==> src/rtl/bringup_pkg.sv <==
// Shared types and constants for the bringup reporter.
// Event byte layout: bit7 = sensed value, bits6:0 = sensor index.
package bringup_pkg;

    localparam int          IDX_BITS       = 7;
    localparam int          MAX_SENSORS    = 127;
    localparam logic [7:0]  HEARTBEAT_BYTE = 8'hFF;
    localparam int          VALUE_BIT      = 7;
    localparam int          IDX_MSB        = 6;

    typedef enum logic {
        SCAN,
        EMIT
    } state_t;

    function automatic logic [7:0] event_byte(
        input logic                value,
        input logic [IDX_BITS-1:0] idx
    );
        logic [7:0] b;
        b                = 8'h00;
        b[VALUE_BIT]     = value;
        b[IDX_MSB:0]     = idx;
        return b;
    endfunction

endpackage

==> src/rtl/bringup_reporter_if.sv <==
// Valid/ready event byte stream between the reporter and its consumer.
// master drives data_o/valid_o, slave drives ready_i.
interface bringup_reporter_if;

    logic [7:0] data_o;
    logic       valid_o;
    logic       ready_i;

    modport master (
        output data_o,
        output valid_o,
        input  ready_i
    );

    modport slave (
        input  data_o,
        input  valid_o,
        output ready_i
    );

endinterface

==> src/rtl/bringup_tick.sv <==
// Free-running divider: tick_o is high one cycle in every PERIOD.
// The first tick lands in cycle PERIOD-1 after reset release.
module bringup_tick #(
    parameter int PERIOD = 1024
) (
    input  logic clock,
    input  logic reset_n,
    output logic tick_o
);

    localparam int W = (PERIOD > 1) ? $clog2(PERIOD) : 1;
    localparam logic [W-1:0] LAST = W'(PERIOD - 1);

    logic [W-1:0] cnt_q;

    // Count 0..PERIOD-1 and wrap.
    always_ff @(posedge clock or negedge reset_n) begin
        if (!reset_n) begin
            cnt_q <= '0;
        end else if (cnt_q == LAST) begin
            cnt_q <= '0;
        end else begin
            cnt_q <= cnt_q + 1'b1;
        end
    end

    assign tick_o = (cnt_q == LAST);

endmodule

==> src/rtl/bringup_reporter.sv <==
// Scans sensor outputs and streams one byte per change; drives dec_o.
// Optional heartbeat byte when BRINGUP_REPORTER_HEARTBEAT_EN is defined.
module bringup_reporter
    import bringup_pkg::*;
#(
    parameter int NUM_SENSORS      = 32,
    parameter int DEC_PERIOD       = 1024,
    parameter int HEARTBEAT_PERIOD = 1 << 20
) (
    input  logic                   clock,
    input  logic                   reset_n,
    input  logic [NUM_SENSORS-1:0] sensed_i,
    output logic                   dec_o,
    output logic                   busy_o,
    bringup_reporter_if.master     evt
);

    if (NUM_SENSORS < 1 || NUM_SENSORS > MAX_SENSORS ||
        DEC_PERIOD < 2 || HEARTBEAT_PERIOD < 2) begin : g_bad_param
        $error("bringup_reporter: illegal parameter value");
    end

    localparam logic [IDX_BITS-1:0] LAST_IDX = IDX_BITS'(NUM_SENSORS - 1);

    state_t                state_q, state_d;
    logic [IDX_BITS-1:0]   idx_q, idx_d, idx_next;
    logic [7:0]            data_q, data_d;
    logic [MAX_SENSORS:0]  rep_q, rep_d;
    logic [MAX_SENSORS:0]  sensed_ext;
    logic                  cur;
    logic                  hb_pend;

    bringup_tick #(.PERIOD(DEC_PERIOD)) u_dec (
        .clock   (clock),
        .reset_n (reset_n),
        .tick_o  (dec_o)
    );

`ifdef BRINGUP_REPORTER_HEARTBEAT_EN
    logic hb_tick;
    logic hb_clr;

    bringup_tick #(.PERIOD(HEARTBEAT_PERIOD)) u_hb (
        .clock   (clock),
        .reset_n (reset_n),
        .tick_o  (hb_tick)
    );

    // A single pending heartbeat; expiry while pending is not queued.
    always_ff @(posedge clock or negedge reset_n) begin
        if (!reset_n) begin
            hb_pend <= 1'b0;
        end else if (hb_clr) begin
            hb_pend <= 1'b0;
        end else if (hb_tick) begin
            hb_pend <= 1'b1;
        end
    end
`else
    assign hb_pend = 1'b0;
`endif

    // Widen the sensor vector so any 7-bit index selects in range.
    always_comb begin
        sensed_ext                  = '0;
        sensed_ext[NUM_SENSORS-1:0] = sensed_i;
    end

    assign cur      = sensed_ext[idx_q];
    assign idx_next = (idx_q == LAST_IDX) ? '0 : idx_q + 1'b1;

    // Scan/emit control: compare one sensor per cycle, hold until accept.
    always_comb begin
        state_d = state_q;
        idx_d   = idx_q;
        data_d  = data_q;
        rep_d   = rep_q;
`ifdef BRINGUP_REPORTER_HEARTBEAT_EN
        hb_clr  = 1'b0;
`endif
        unique case (state_q)
            SCAN: begin
                if (hb_pend) begin
                    data_d  = HEARTBEAT_BYTE;
                    state_d = EMIT;
`ifdef BRINGUP_REPORTER_HEARTBEAT_EN
                    hb_clr  = 1'b1;
`endif
                end else if (cur != rep_q[idx_q]) begin
                    data_d       = event_byte(cur, idx_q);
                    rep_d[idx_q] = cur;
                    state_d      = EMIT;
                end else begin
                    idx_d = idx_next;
                end
            end
            EMIT: begin
                if (evt.ready_i) begin
                    state_d = SCAN;
`ifdef BRINGUP_REPORTER_HEARTBEAT_EN
                    idx_d   = (data_q == HEARTBEAT_BYTE) ? idx_q : idx_next;
`else
                    idx_d   = idx_next;
`endif
                end
            end
            default: begin
                state_d = SCAN;
            end
        endcase
    end

    // State, index, event byte and reported-value registers.
    always_ff @(posedge clock or negedge reset_n) begin
        if (!reset_n) begin
            state_q <= SCAN;
            idx_q   <= '0;
            data_q  <= 8'h00;
            rep_q   <= '0;
        end else begin
            state_q <= state_d;
            idx_q   <= idx_d;
            data_q  <= data_d;
            rep_q   <= rep_d;
        end
    end

    assign evt.data_o  = data_q;
    assign evt.valid_o = (state_q == EMIT);
    assign busy_o      = (state_q == EMIT);

endmodule

==> src/flat_wrapper.sv <==
// flat-port wrapper written by rule: the top's interface ports become plain ports
module bringup_reporter_flat import bringup_pkg::*;
#(
    parameter int NUM_SENSORS      = 32,
    parameter int DEC_PERIOD       = 1024,
    parameter int HEARTBEAT_PERIOD = 1 << 20
)
  (clock, reset_n, sensed_i, dec_o, busy_o, evt_data_o, evt_valid_o, evt_ready_i);
  bringup_reporter_if evt_i ();
  input  logic clock;
  input  logic reset_n;
  input  logic [NUM_SENSORS-1:0] sensed_i;
  output logic dec_o;
  output logic busy_o;
  output wire logic [$bits(evt_i.data_o)-1:0] evt_data_o;
  output wire logic [$bits(evt_i.valid_o)-1:0] evt_valid_o;
  input wire logic [$bits(evt_i.ready_i)-1:0] evt_ready_i;
  assign evt_data_o = evt_i.data_o;
  assign evt_valid_o = evt_i.valid_o;
  assign evt_i.ready_i = evt_ready_i;
  bringup_reporter #(.NUM_SENSORS(NUM_SENSORS), .DEC_PERIOD(DEC_PERIOD), .HEARTBEAT_PERIOD(HEARTBEAT_PERIOD)) u_core (.clock(clock), .reset_n(reset_n), .sensed_i(sensed_i), .dec_o(dec_o), .busy_o(busy_o), .evt(evt_i));
endmodule
==> config.mk <==
export PLATFORM = sky130hd
export DESIGN_NAME = bringup_reporter_flat
export DESIGN_NICKNAME = d
export VERILOG_FILES = /design/src/rtl/bringup_pkg.sv /design/src/rtl/bringup_reporter_if.sv /design/src/rtl/bringup_tick.sv /design/src/rtl/bringup_reporter.sv /design/src/flat_wrapper.sv
export SDC_FILE = /design/constraint.sdc
export NUM_CORES = 1
export LEC_CHECK = 0
export BUFFER_PORTS_ARGS = -buffer_cell sky130_fd_sc_hd__buf_4
export CAP_MARGIN = 25
export CORE_ASPECT_RATIO = 0.5
export CORE_MARGIN = 4
export CORE_UTILIZATION = 37
export CTS_CLUSTER_DIAMETER = 50
export DETAILED_ROUTE_END_ITERATION = 10
export SLEW_MARGIN = 10
export SYNTH_ARGS = -nofsm -noshare
export SYNTH_HDL_FRONTEND = slang
export SYNTH_SLANG_ARGS = --single-unit
==> constraint.sdc <==
create_clock -name clock -period 3.2 [get_ports clock]
set_input_delay 0.32 -clock clock [delete_from_list [all_inputs] [get_ports clock]]
set_output_delay 0.32 -clock clock [all_outputs]
set_load 0.02 [all_outputs]
---- After elaboration in Yosys (flattened, before gate mapping) ----
Index checks and enable logic that the tools add are counted.
operators by class
  $add $sub $neg .......................... 2
  order comparisons ....................... 2
  equality and inequality tests ........... 5
  mux-type cells .......................... 15
  bitwise gates (word level) .............. 1
  reduce and logical (&&, ||, !) cells .... 3
operators by type and width
  kind                     count
  $bwmux W128              1
  $mux W7                  3
  $bmux W1 S7              2
  $pmux W7 S2              1
  $add A10 B1 Y10 const B  1
  $eq A10 B10 Y1 const B   1
  $mux W10                 1
  $lt A7 B8 Y1 const B     1
  $add A7 B1 Y7 const B    1
  $demux W1 S7             1
  $eq A7 B5 Y1 const B     1
  $ge A7 B1 Y1 const B     1
  $mux W1                  5
  $ne A2 B2 Y1 const B     2
  $reduce_and A2 Y1        2
  $pmux W1 S2              1
  $logic_and A1 B1 Y1      1
  $ne A1 B1 Y1             1
  $not A1 Y1               1
storage, ports and cells
  bits in registers ....................... 154
  bits of input ports ..................... 35
  output and inout bits ................... 11
  logic and storage cells ................. 33

---- Longest topological paths before layout ----
Gate-level depths: netlist of the first run.
  word-level depth ........................ 5
  depth in mapped cells ................... 12
  depth with buffers taken out ............ 8

---- Cells and area by module ----
A second synthesis of the first run with hierarchy kept.
second synthesis, totals
  cells, all modules ...................... 692
  area total of the unflattened synthesis .. 7638.6 µm²
modules (own cells, without submodules)
  module            instances  cells each  area each (µm²)  sequential area each (µm²)
  bringup_reporter  1          650         7165.6           3603.5
  bringup_tick      1          42          473.0            250.2

---- Worst setup path after synthesis of the first run ----
Ideal clock, no wire load.
  path type ............................... reg-to-reg
  start point ............................. register u_core.idx_q[1]
  end point ............................... register u_core.data_q[4] (netlist: u_core.evt.data_o[4])
  library setup time ...................... 125 ps
  arrival ................................. 2751 ps
  data required time ...................... 3075 ps
  setup slack ............................. 325 ps
  cell stages (with the launch flop) ...... 12
  buffers on the path ..................... 4
  clock period less this slack ............ 2875 ps
  cell sequence ........................... dfrtp_1 > buf_2 > and2_1 > clkbuf_1 > buf_2 > a22oi_1 > a21oi_1 > o41ai_1 > and4_2 > mux2i_4 > buf_2 > mux2_2
between the ends
  word-level cells in the longest chain between the ends .. 4
  elaborated cells between the ends (all ways) .. 6
  those cells by class .................... 1 x eq/ne; 4 x mux; 1 x reduce/logical
ends and longest elaborated chain
  item                                    RTL line                                        source
  start, declared                         bringup_reporter.sv:26                          logic [IDX_BITS-1:0] idx_q, idx_d, idx_next;
  start signal, assigned                  bringup_reporter.sv:122                         idx_q <= idx_d;
  $bmux W1 S7 (on tied branches)          bringup_reporter.sv:69, bringup_reporter.sv:89
  $mux W1 (on tied branches)              bringup_reporter.sv:69, bringup_reporter.sv:89
  $ne A1 B1 Y1 (*)                        bringup_reporter.sv:89                          end else if (cur != rep_q[idx_q]) begin
  $reduce_and A2 Y1 (no source line) (*)  -
  end signal, assigned                    bringup_reporter.sv:123                         data_q <= data_d;
  end, declared                           bringup_reporter.sv:27                          logic [7:0] data_q, data_d;
Mark *: on every way between the ends. The rest lies on a longest branch, timed or not. The select of a mux whose other input is x is not followed.
A chain may end at the register's enable or synchronous reset.

---- Final worst setup path of the first run ----
  start point ............................. register u_core.idx_q[0]
  end point ............................... register u_core.rep_q[0]
between the ends
  word-level cells in the longest chain between the ends .. 5
  elaborated cells between the ends (all ways) .. 12
  those cells by class .................... 2 x order compare; 1 x eq/ne; 7 x mux; 2 x reduce/logical
ends and longest elaborated chain
  item                                                                       RTL line                 source
  $lt A7 B8 Y1 (not written as such) / $ge A7 B1 Y1 (equally long branches)  bringup_reporter.sv:91   rep_d[idx_q] = cur;
  $logic_and A1 B1 Y1 (not written as such)                                  bringup_reporter.sv:91
  $mux W1 (not written as such)                                              bringup_reporter.sv:91
  $demux W1 S7                                                               -
  $bwmux W128                                                                bringup_reporter.sv:91
  end signal, assigned                                                       bringup_reporter.sv:124  rep_q <= rep_d;
  end, declared                                                              bringup_reporter.sv:28   logic [MAX_SENSORS:0] rep_q, rep_d;
Parallel ways exist; a longest one is shown, timed or not. The select of a mux whose other input is x is not followed.

==> results of run 1 <==
flip-flops by register name, indices dropped and copies added, names as in the netlist:
signal / cells
u_core.busy_o: 1
u_core.evt.data_o: 8
u_core.idx_q: 7
u_core.rep_q: 128
u_core.u_dec.cnt_q: 10
power by group through the flow:
stage          Sequential (mW)  Combinational, mW  Clock, mW
6_report                  2.42               5.06       1.91
5_1_grt                   2.44               5.36       2.03
4_1_cts                   2.40               4.27       1.95
3_5_place_dp              2.43               4.23          0
3_3_place_gp              2.42               4.21          0
2_1_floorplan             2.38               2.67          0
metal layers:
layer	vias to the layer above	part of all wire	routed length (um)	track usage
met5	-	0	0	0
met4	0	0.0073	146	0.0347
met3	12	0.068	1370	0.0493
met2	137	0.46	9230	0.286
met1	2792	0.46	9260	0.239
li1	2492	-	-	-
layout by cell type (no fill, tap or decap), types with 5 or more instances in the layout:
master     instances
buf_4             94
a21boi_1          26
mux2i_1           65
o21a_1            40
a21oi_2            7
clkbuf_16         22
nand2_1           29
mux2_2            34
buf_12            12
nor2_1            26
mux4_2             5
xnor2_1            6
mux2_1             6
inv_6              5
nor3_1            26
or2_4              6
a21oi_1           13
a22oi_1           29
dfrtp_1          151
a22oi_2            5
a21boi_0          30
nand2b_1          12
nand3_1           11
nor2b_1            9
timing repair:
action	4_1_cts	5_1_grt
hold buffers	1	0
endpoints found under the setup margin	31	138
cloned	0	6
resized for setup	1	63
endpoints found under the hold margin	56	0
buffers inserted	0	7
pin swaps	1	7
cell type report:
class	count	area (sq um)	share of cell area
clock inverters	15	133	0.0142
multi-input cells	434	3450	0.370
well taps	266	333	0.0358
repair buffers	115	1110	0.119
inverters	1	3.75	0.000403
flip-flops and latches	154	3860	0.415
clock buffers	17	425	0.0457
cells by family (layout without fill, tap and decap cells):
group           count (synthesis)  after routing  share of synthesized area
compound gates                166            166                      0.162
flops                         154            154                      0.520
simple gates                  141            141                     0.0959
mux                           115            115                      0.173
buf+inv                        39            148                     0.0339
xor+xnor                       10             10                     0.0118
fa+ha+maj                       2              2                    0.00338
critical path, cell delays in order (launching register included):
cell	delay, ps
dfrtp_4	560
buf_12	170
buf_4	170
mux2i_1	120
a22oi_1	220
a21oi_2	130
o41ai_2	330
and4_4	300
mux2i_4	440
clkbuf_16	250
nor3_1	70
mux2_1	320
metrics by stage:
step	hold slack (ps)	total power, mW
detailed placement	122	6.66
CTS	212	8.62
finish	232	9.39
global route	248	9.83
floorplan	24.4	5.05
global placement	119	6.63
final timing paths:
check / from / slack (ps) / end
worst max-delay path: u_core.idx_q[0]$_DFFE_PN0P_ / -3 / u_core.rep_q[0]$_DFFE_PN0P_
worst min-delay path: reset_n / 230 / u_core.u_dec.cnt_q[0]$_DFF_PN0_
worst max register to register: u_core.idx_q[0]$_DFFE_PN0P_ / -3 / u_core.rep_q[0]$_DFFE_PN0P_
worst min register to register: u_core.u_dec.cnt_q[4]$_DFF_PN0_ / 470 / u_core.u_dec.cnt_q[4]$_DFF_PN0_
max in group asynchronous: reset_n / 2010 / u_core.rep_q[101]$_DFFE_PN0P_
min in group clock: evt_ready_i / 390 / u_core.idx_q[3]$_DFFE_PN0P_
==> impl_metrics.env, run 1 <==
export IMPL_critPathKind="flip-flop to flip-flop"
export IMPL_cts_root_buf="clkbuf_16"
export IMPL_antenna_found_initial=0
export IMPL_hpwl_mm=13.2
export IMPL_synthTopCellsByArea="dfrtp_1 52%, mux2i_1 8.8%, a21boi_0 5.7%, mux2_2 5.3%, o21a_1 4.1%"
export IMPL_layout_setup_ws_ps=-3.32
export IMPL_ioPinCount=46
export IMPL_worstSkewPairLatency_ps=430
export IMPL_wirelength_mm=20.0
export IMPL_antenna_left=0
export IMPL_syn_nets=664
export IMPL_via_per_inst=5.42
export IMPL_outcome="finished, violations left"
export IMPL_synthCells=627
export IMPL_die_h_um=108
export IMPL_cap_violations=0
export IMPL_tritoncts="yes"
export IMPL_synth_area_leader_cell="dfrtp_1"
export IMPL_leakage_nw=4.29
export IMPL_irDropWorstVdd_mv=0.518
export IMPL_worst_ep_required_time_ps=3510
export IMPL_syn_to_final_growth_pct=25.7
export IMPL_tightest_slew_ps=766
export IMPL_globalplace_congestion=0.872
export IMPL_ys_types=46
export IMPL_gr_total_overflow=0
export IMPL_finalSetupViolations=2
export IMPL_synth_edf_count=0
export IMPL_p_int_mw=5.59
export IMPL_htreeDepth=4
export IMPL_clock_fmax_ghz=0.312
export IMPL_final_setup_tns_ps=-4.19
export IMPL_route_detailed_drc=0
export IMPL_fp_dieW_um=208
export IMPL_drt_first_iter_violations=401
export IMPL_grt_first_pass_wirelength_mm=31.1
export IMPL_post_synth_top_count_cell="dfrtp_1"
export IMPL_fin_worst_skew_ps=12.3
export IMPL_drt_first_pass_iters=5
export IMPL_violations="setup timing"
export IMPL_grt_max_degree=88
export IMPL_ys_warn_count=0
export IMPL_timing_final_crit_share=1.00
export IMPL_p_per_area_nw_per_um2=1010
export IMPL_async_flop_share=1.00
export IMPL_worstPathArrival_ps=3510
export IMPL_clockBufferDepth=2
export IMPL_drive_gt1_frac=0.308
export IMPL_cp_max_fo=10
export IMPL_nNetsFinal=760
export IMPL_dp_cells=956
export IMPL_port_buffers=45
export IMPL_num_rows=36
export IMPL_synth_cell_area_sq_um=7410
export IMPL_worstSetupStartpointType="flip-flop"
export IMPL_r2r_cells=11
export IMPL_place_ws_ps=-46.8
export IMPL_seq_area_frac_synth=0.520
export IMPL_cp_end_kind="flip-flop"
export IMPL_combPwrFrac=0.539
export IMPL_swShare=0.405
export IMPL_final_core_util=0.476
export IMPL_core_sq_um=19500
export IMPL_dieArea_sq_um=22500
export IMPL_min_path_type="input port to async pin"
export IMPL_start_util=0.379
export IMPL_clock_sinks=154
export IMPL_slew_headroom=0.489
export IMPL_instances_no_fill=1002
export IMPL_grt_setup_unrepaired="yes"
export IMPL_gr_usage_all_layers=0.176
export IMPL_grt_pass1_vias=5653
export IMPL_dpl_cell_area_sq_um=8410
export IMPL_synth_seq_cells=154
export IMPL_clkTransAtPathRegs_ps=70
export IMPL_final_area_sq_um=9310
export IMPL_power_frac_clock=0.204
export IMPL_numCtsBuffers=17
export IMPL_fillerInstances=1759
export IMPL_dr_total_vias=5433
export IMPL_period_needed_ps=3200
export IMPL_synth_top_cell_area_share=0.520
export IMPL_synthTopCellsByCount="154 x dfrtp_1, 65 x mux2i_1, 56 x a21boi_0, 40 x o21a_1, 35 x mux2_2"
export IMPL_finalHoldViolations=0
export IMPL_synth_flop_cell="dfrtp_1"
export IMPL_p_sw_mw=3.81
export IMPL_antenna_cells=0
export IMPL_syn_mean_instance_area_sq_um=11.8
export IMPL_wl_per_cell_um=20.0
export IMPL_slew_viol_final=0
export IMPL_power_frac_seq=0.257
(Power assumes the default switching activity.)
==> run 2: changes to the inputs <==
ABC_AREA = 1   (was default)
CAP_MARGIN = default   (was 25)
==> impl_metrics.env, run 2 <==
export IMPL_irDropWorstVdd_mv=0.640
export IMPL_numCtsBuffers=17
export IMPL_seq_area_frac_synth=0.443
export IMPL_crit_slowest_cell="dfrtp_1"
export IMPL_synthCells=1300
export IMPL_path_common_cell="nand2_1"
export IMPL_finalPower_mw=10.1
export IMPL_p_int_mw=5.05
export IMPL_dr_total_vias=8163
export IMPL_finalHoldViolations=0
export IMPL_grt_setup_unrepaired="no"
export IMPL_gr_total_overflow=0
export IMPL_mostFrequentLayoutCells="420 x nand2_1, 281 x nor2_1, 164 x inv_1"
export IMPL_final_setup_tns_ps=0
export IMPL_wirelength_mm=25.0
export IMPL_fp_dieW_um=225
export IMPL_p_per_area_nw_per_um2=1010
export IMPL_hold_end="u_core.busy_o$_DFF_PN0_"
export IMPL_synthXorXnorAreaFrac=0.0111
export IMPL_gr_usage_all_layers=0.195
export IMPL_cts_root_buf="clkbuf_16"
export IMPL_final_core_util=0.437
export IMPL_synth_area_leader_cell="dfrtp_1"
export IMPL_num_rows=39
export IMPL_antenna_left=0
export IMPL_globalplace_congestion=0.885
export IMPL_outcome="complete, no violations"
export IMPL_cpPeakStageDelay_ps=520
export IMPL_port_buffers=45
export IMPL_muxShareOfSynthArea=0
export IMPL_worst_ep_required_time_ps=3560
export IMPL_power_frac_seq=0.261
export IMPL_grt_pass1_vias=7925
export IMPL_p_sw_mw=5.09
export IMPL_ys_types=28
export IMPL_clkTransAtPathRegs_ps=60
export IMPL_async_flop_share=1.00
export IMPL_holdWs_ps=344
export IMPL_htreeDepth=4
export IMPL_layout_commonest_cell="nand2_1"
export IMPL_timing_final_crit_share=0.928
export IMPL_cp_max_fo=33
export IMPL_worstPathArrival_ps=3330
export IMPL_dp_cells=1620
export IMPL_core_sq_um=23000
export IMPL_cap_violations=0
export IMPL_route_detailed_drc=0
export IMPL_reg2reg_from="u_core.idx_q[2]$_DFFE_PN0P_"
export IMPL_drt_first_iter_violations=833
export IMPL_cp_top_family="simple AND/OR/NAND/NOR gates"
export IMPL_synth_top_cell_area_share=0.443
export IMPL_period_needed_ps=2970
export IMPL_fin_worst_skew_ps=7.66
export IMPL_largest_register_ffs=128
export IMPL_leakage_nw=4.99
export IMPL_r2r_slack_ps=230
export IMPL_synth_compound_area_frac=0.0177
export IMPL_antenna_found_initial=0
export IMPL_ys_warn_count=0
export IMPL_die_h_um=116
export IMPL_via_per_inst=4.93
export IMPL_synth_fa_ha_area_frac=0.00288
export IMPL_largest_register="u_core.rep_q"
export IMPL_slew_headroom=0.490
export IMPL_dieArea_sq_um=26200
export IMPL_min_path_type="input port to flip-flop"
export IMPL_r2r_cells=16
export IMPL_worstSkewPairLatency_ps=430
export IMPL_synth_top_family_by_area="simple AND/OR/NAND/NOR gates"
export IMPL_min_path_cells=3
export IMPL_tightest_slew_ps=761
export IMPL_synth_edf_count=0
export IMPL_synthTopCellsByArea="dfrtp_1 44%, nand2_1 18%, nor2_1 12%, inv_1 7.1%, nand4_1 4.8%"
export IMPL_finalSetupViolations=0
export IMPL_slew_viol_final=0
export IMPL_synth_cell_area_sq_um=8700
export IMPL_critPathKind="flip-flop to flip-flop"
export IMPL_hpwl_mm=16.5
export IMPL_swShare=0.502
export IMPL_clock_fmax_ghz=0.337
export IMPL_crit_buf_inv=3
export IMPL_path_cells="nor2_4 -> nand2_1 -> inv_1 -> nand2_1 -> nand2_1 -> inv_1 -> nand3_1 -> nand2_1 -> nand2_1 -> o21ai_1 -> nand2_2 -> buf_4 -> nand2_1 -> nand2_1 -> nand3_1 -> nand2_1"
export IMPL_start_util=0.378
export IMPL_yosys_area_share_simple=0.411
export IMPL_combPwrFrac=0.546
export IMPL_worstSetupStartpointType="flip-flop"
export IMPL_synth_flop_cell="dfrtp_1"
export IMPL_power_frac_clock=0.193
export IMPL_nNetsFinal=1373
export IMPL_min_delay_start="evt_ready_i"
export IMPL_ioPinCount=46
export IMPL_r2r_end="u_core.idx_q[1]$_DFFE_PN0P_"
export IMPL_grt_max_degree=72
export IMPL_grt_first_pass_wirelength_mm=40.6
export IMPL_synthTopCellsByCount="420 x nand2_1, 281 x nor2_1, 165 x inv_1, 154 x dfrtp_1, 83 x nand3_1"
export IMPL_drive_gt1_frac=0.100
export IMPL_syn_nets=1337
export IMPL_tritoncts="yes"
export IMPL_clockBufferDepth=2
export IMPL_synth_seq_cells=154
export IMPL_wl_per_cell_um=15.1
export IMPL_syn_mean_instance_area_sq_um=6.69
export IMPL_drt_first_pass_iters=6
export IMPL_instances_no_fill=1656
export IMPL_clock_sinks=154
export IMPL_post_synth_top_count_cell="nand2_1"
export IMPL_cp_end_kind="flip-flop"
export IMPL_syn_to_final_growth_pct=15.4
export IMPL_antenna_cells=0
==> run 2: cell count changes after synthesis, sizes merged, moves of 33 or more <==
cell	change
o21a	-39
nand3	+73
nand4	+65
mux2i	-66
a21boi	-56
mux2	-44
inv	+172
nand2	+393
a22oi	-33
nor2	+261
==> run 2: power groups by stage <==
stage | registers, mW | logic, mW | clock network [mW]
floorplan | 2.61 | 3.75 | 0
global placement | 2.66 | 5.40 | 0
detailed placement | 2.68 | 5.44 | 0
CTS | 2.64 | 5.45 | 1.99
global route | 2.69 | 6.08 | 2.08
finish | 2.65 | 5.54 | 1.96
==> run 2: cell type report <==
cell class	instances	area, sq um
well taps	307	384
fillers	2342	12900
clock inverters	13	120
repair buffers	83	729
flip-flops and latches	154	3860
multi-input cells	907	3860
inverters	173	652
clock buffers	19	443
==> run 2: worst max-delay path by stage <==
stage,slack [ps],cells past startpoint,endpoint,from
after global routing,50,17,u_core.rep_q[11]$_DFFE_PN0P_,u_core.idx_q[2]$_DFFE_PN0P_
after CTS,170,18,u_core.idx_q[1]$_DFFE_PN0P_,u_core.idx_q[2]$_DFFE_PN0P_
final,230,16,u_core.idx_q[1]$_DFFE_PN0P_,u_core.idx_q[2]$_DFFE_PN0P_
after global placement,300,14,u_core.rep_q[118]$_DFFE_PN0P_,u_core.idx_q[2]$_DFFE_PN0P_
after floorplan,920,19,u_core.rep_q[92]$_DFFE_PN0P_,u_core.idx_q[0]$_DFFE_PN0P_
after detailed placement,200,18,u_core.idx_q[1]$_DFFE_PN0P_,u_core.idx_q[2]$_DFFE_PN0P_
==> run 2: cells by family (layout without fill, tap and decap cells) <==
group	Yosys count	after routing
AO/OA/AOI/OAI	29	29
flip-flops	154	154
buffers and inverters	239	288
AND/OR/NAND/NOR	865	865
adder cells (fa/ha/maj)	2	2
XOR/XNOR	11	11
==> run 2: metal layers <==
metal,track usage,up-vias,share of wire
li1,-,4033,-
met1,0.266,3831,0.46
met2,0.313,263,0.45
met3,0.0382,36,0.063
met4,0.0714,0,0.022
met5,0,-,0
==> run 2: what timing repair did <==
item,CTS,global route
resized for setup,0,4
hold buffers,1,0
buffers inserted,0,3
endpoints found under the setup margin,0,116
hold endpoints to repair,68,0
==> run 2: per-stage QoR <==
stage | cell area (sq um) | setup WS, ps
3_5_place_dp | 9440 | 204
4_1_cts | 10000 | 171
6_report | 10000 | 230
3_3_place_gp | 9440 | 297
2_1_floorplan | 8700 | 918
5_1_grt | 10000 | 46.6
==> run 2: worst min-delay path, stage by stage <==
cell,delay (ps)
buf_4,90
or2_2,210
nand2_1,100
==> run 3: changes to the inputs <==
PLACE_DENSITY = 0.56   (was default)
SLEW_MARGIN = 30   (was 10)
==> impl_metrics.env, run 3 (synthesis results as in run 2) <==
export IMPL_worstPathArrival_ps=3280
export IMPL_fillerInstances=2356
export IMPL_htreeDepth=4
export IMPL_power_frac_clock=0.194
export IMPL_crit_buf_inv=4
export IMPL_globalplace_congestion=0.899
export IMPL_period_needed_ps=2900
export IMPL_outcome="complete, no violations"
export IMPL_drt_first_iter_violations=826
export IMPL_clock_fmax_ghz=0.345
export IMPL_worstSetupStartpointType="flip-flop"
export IMPL_antenna_cells=0
export IMPL_clkTransAtPathRegs_ps=60
export IMPL_start_util=0.378
export IMPL_die_h_um=116
export IMPL_slew_headroom=0.494
export IMPL_via_per_inst=4.96
export IMPL_largest_register_ffs=128
export IMPL_fin_worst_skew_ps=6.76
export IMPL_min_path_cells=3
export IMPL_critPathKind="flip-flop to flip-flop"
export IMPL_finalSetupViolations=0
export IMPL_worstSkewPairLatency_ps=440
export IMPL_dieArea_sq_um=26200
export IMPL_final_area_sq_um=10000
export IMPL_nNetsFinal=1373
export IMPL_ioPinCount=46
export IMPL_antenna_left=0
export IMPL_cpPeakStageDelay_ps=570
export IMPL_slew_viol_final=0
export IMPL_worst_path_stages=18
export IMPL_p_int_mw=5.08
export IMPL_combPwrFrac=0.549
export IMPL_crit_slowest_cell="dfrtp_1"
export IMPL_drt_first_pass_iters=5
export IMPL_hpwl_mm=16.8
export IMPL_gr_total_overflow=0
export IMPL_mostFrequentLayoutCells="420 x nand2_1, 281 x nor2_1, 164 x inv_1"
export IMPL_wl_per_cell_um=15.9
export IMPL_cts_root_buf="clkbuf_16"
export IMPL_worst_ep_required_time_ps=3580
export IMPL_cp_top_family="simple AND/OR/NAND/NOR gates"
export IMPL_antenna_found_initial=0
export IMPL_syn_to_final_growth_pct=15.3
export IMPL_port_buffers=45
export IMPL_core_sq_um=23000
export IMPL_num_rows=39
export IMPL_cp_end_kind="flip-flop"
export IMPL_tightest_slew_ps=759
export IMPL_layout_commonest_cell="nand2_1"
export IMPL_irDropWorstVdd_mv=0.920
export IMPL_seqCellArea_sq_um=3850
export IMPL_dpl_cell_area_sq_um=9410
export IMPL_tritoncts="yes"
export IMPL_route_detailed_drc=0
export IMPL_grt_setup_unrepaired="no"
export IMPL_path_cells="inv_2 -> nor2_4 -> buf_4 -> nand3_1 -> nand2_1 -> o21ai_0 -> nand2_1 -> inv_1 -> nand2_1 -> nand2_1 -> nand2_1 -> nor2_4 -> nand2_2 -> buf_12 -> nand2_1 -> nand2_1 -> nand3_1 -> nand2_1"
export IMPL_cp_max_fo=33
export IMPL_p_sw_mw=5.19
export IMPL_wirelength_mm=26.3
export IMPL_p_per_area_nw_per_um2=1020
export IMPL_clockBufferDepth=2
export IMPL_clock_sinks=154
export IMPL_power_frac_seq=0.257
export IMPL_multiInputGateArea_sq_um=3860
export IMPL_fp_dieW_um=225
export IMPL_finalHoldViolations=0
export IMPL_swShare=0.505
export IMPL_dr_total_vias=8212
export IMPL_r2r_cells=18
export IMPL_timing_final_crit_share=0.906
export IMPL_grt_max_degree=79
export IMPL_finalPower_mw=10.3
export IMPL_min_path_type="input port to flip-flop"
export IMPL_path_common_cell="nand2_1"
export IMPL_cap_violations=0
export IMPL_leakage_nw=5.00
export IMPL_largest_register="u_core.rep_q"
export IMPL_final_setup_tns_ps=0
export IMPL_grt_first_pass_wirelength_mm=42.1
export IMPL_gr_usage_all_layers=0.205
export IMPL_drive_gt1_frac=0.0987
export IMPL_grt_pass1_vias=7713
export IMPL_numCtsBuffers=17
-- run 3: changes by cell type in the layout (fill, tap and decap cells not counted), sizes merged --
cell      previous run  this run
clkbuf              19        22
clkinvlp             3         0
inv                174       172
-- run 3: final timing paths --
kind | startpoint | end | slack (ps)
worst min register to register | u_core.rep_q[15]$_DFFE_PN0P_ | u_core.rep_q[15]$_DFFE_PN0P_ | 470
worst max register to register | u_core.idx_q[2]$_DFFE_PN0P_ | u_core.idx_q[0]$_DFFE_PN0P_ | 300
worst max-delay path | u_core.idx_q[2]$_DFFE_PN0P_ | u_core.idx_q[0]$_DFFE_PN0P_ | 300
min in group asynchronous | reset_n | u_core.rep_q[17]$_DFFE_PN0P_ | 500
worst min-delay path | evt_ready_i | u_core.busy_o$_DFF_PN0_ | 290
max in group asynchronous | reset_n | u_core.idx_q[0]$_DFFE_PN0P_ | 1900
-- run 3: area by class of cell --
class | count | area share
Inverter | 173 | 0.0648
Sequential cell | 154 | 0.384
Multi-Input combinational cell | 907 | 0.385
Clock inverter | 8 | 0.00686
Timing Repair Buffer | 83 | 0.0715
Clock buffer | 22 | 0.0493
Tap cell | 307 | 0.0383
-- run 3: timing repair --
action,CTS,global route
hold buffers,1,0
resized for setup,0,0
setup buffers,0,4
endpoints found under the hold margin,72,0
endpoints found under the setup margin,0,66
-- run 3: power by group through the flow --
| stage | Combinational (mW) | Sequential [mW] | Clock [mW] |
|---|---|---|---|
| final | 5.64 | 2.64 | 1.99 |
| after global routing | 6.15 | 2.69 | 2.11 |
| after CTS | 5.53 | 2.64 | 2.01 |
| after detailed placement | 5.52 | 2.67 | 0 |
| after global placement | 5.49 | 2.66 | 0 |
| after floorplan | 3.75 | 2.61 | 0 |
-- run 3: worst reg2reg max path, cell delays in order (launching register included) --
cell and delay, ps:
dfrtp_1 570, inv_2 120, nor2_4 240, buf_4 300
nand3_1 130, nand2_1 90, o21ai_0 140, nand2_1 90
inv_1 40, nand2_1 50, nand2_1 70, nand2_1 130
nor2_4 60, nand2_2 110, buf_12 220, nand2_1 70
nand2_1 220, nand3_1 110, nand2_1 80
-- run 3: metal layers --
| metal | wire length [um] | share of wire | global-route usage | vias to the layer above |
|---|---|---|---|---|
| li1 | - | - | - | 4033 |
| met1 | 12400 | 0.47 | 0.292 | 3920 |
| met2 | 11600 | 0.44 | 0.311 | 218 |
| met3 | 1760 | 0.067 | 0.0568 | 41 |
| met4 | 498 | 0.019 | 0.0542 | 0 |
| met5 | 0 | 0 | 0 | - |
-- run 3: per-stage QoR --
stage          utilization  std cells  setup WS [ps]  hold slack, ps
3_3_place_gp         0.409       1619            176             407
3_5_place_dp         0.409       1619            149             421
2_1_floorplan            -       1300            918            24.4
4_1_cts              0.434       1650            119             272
5_1_grt              0.436       1654           11.9             310
6_report             0.436       1654            300             288
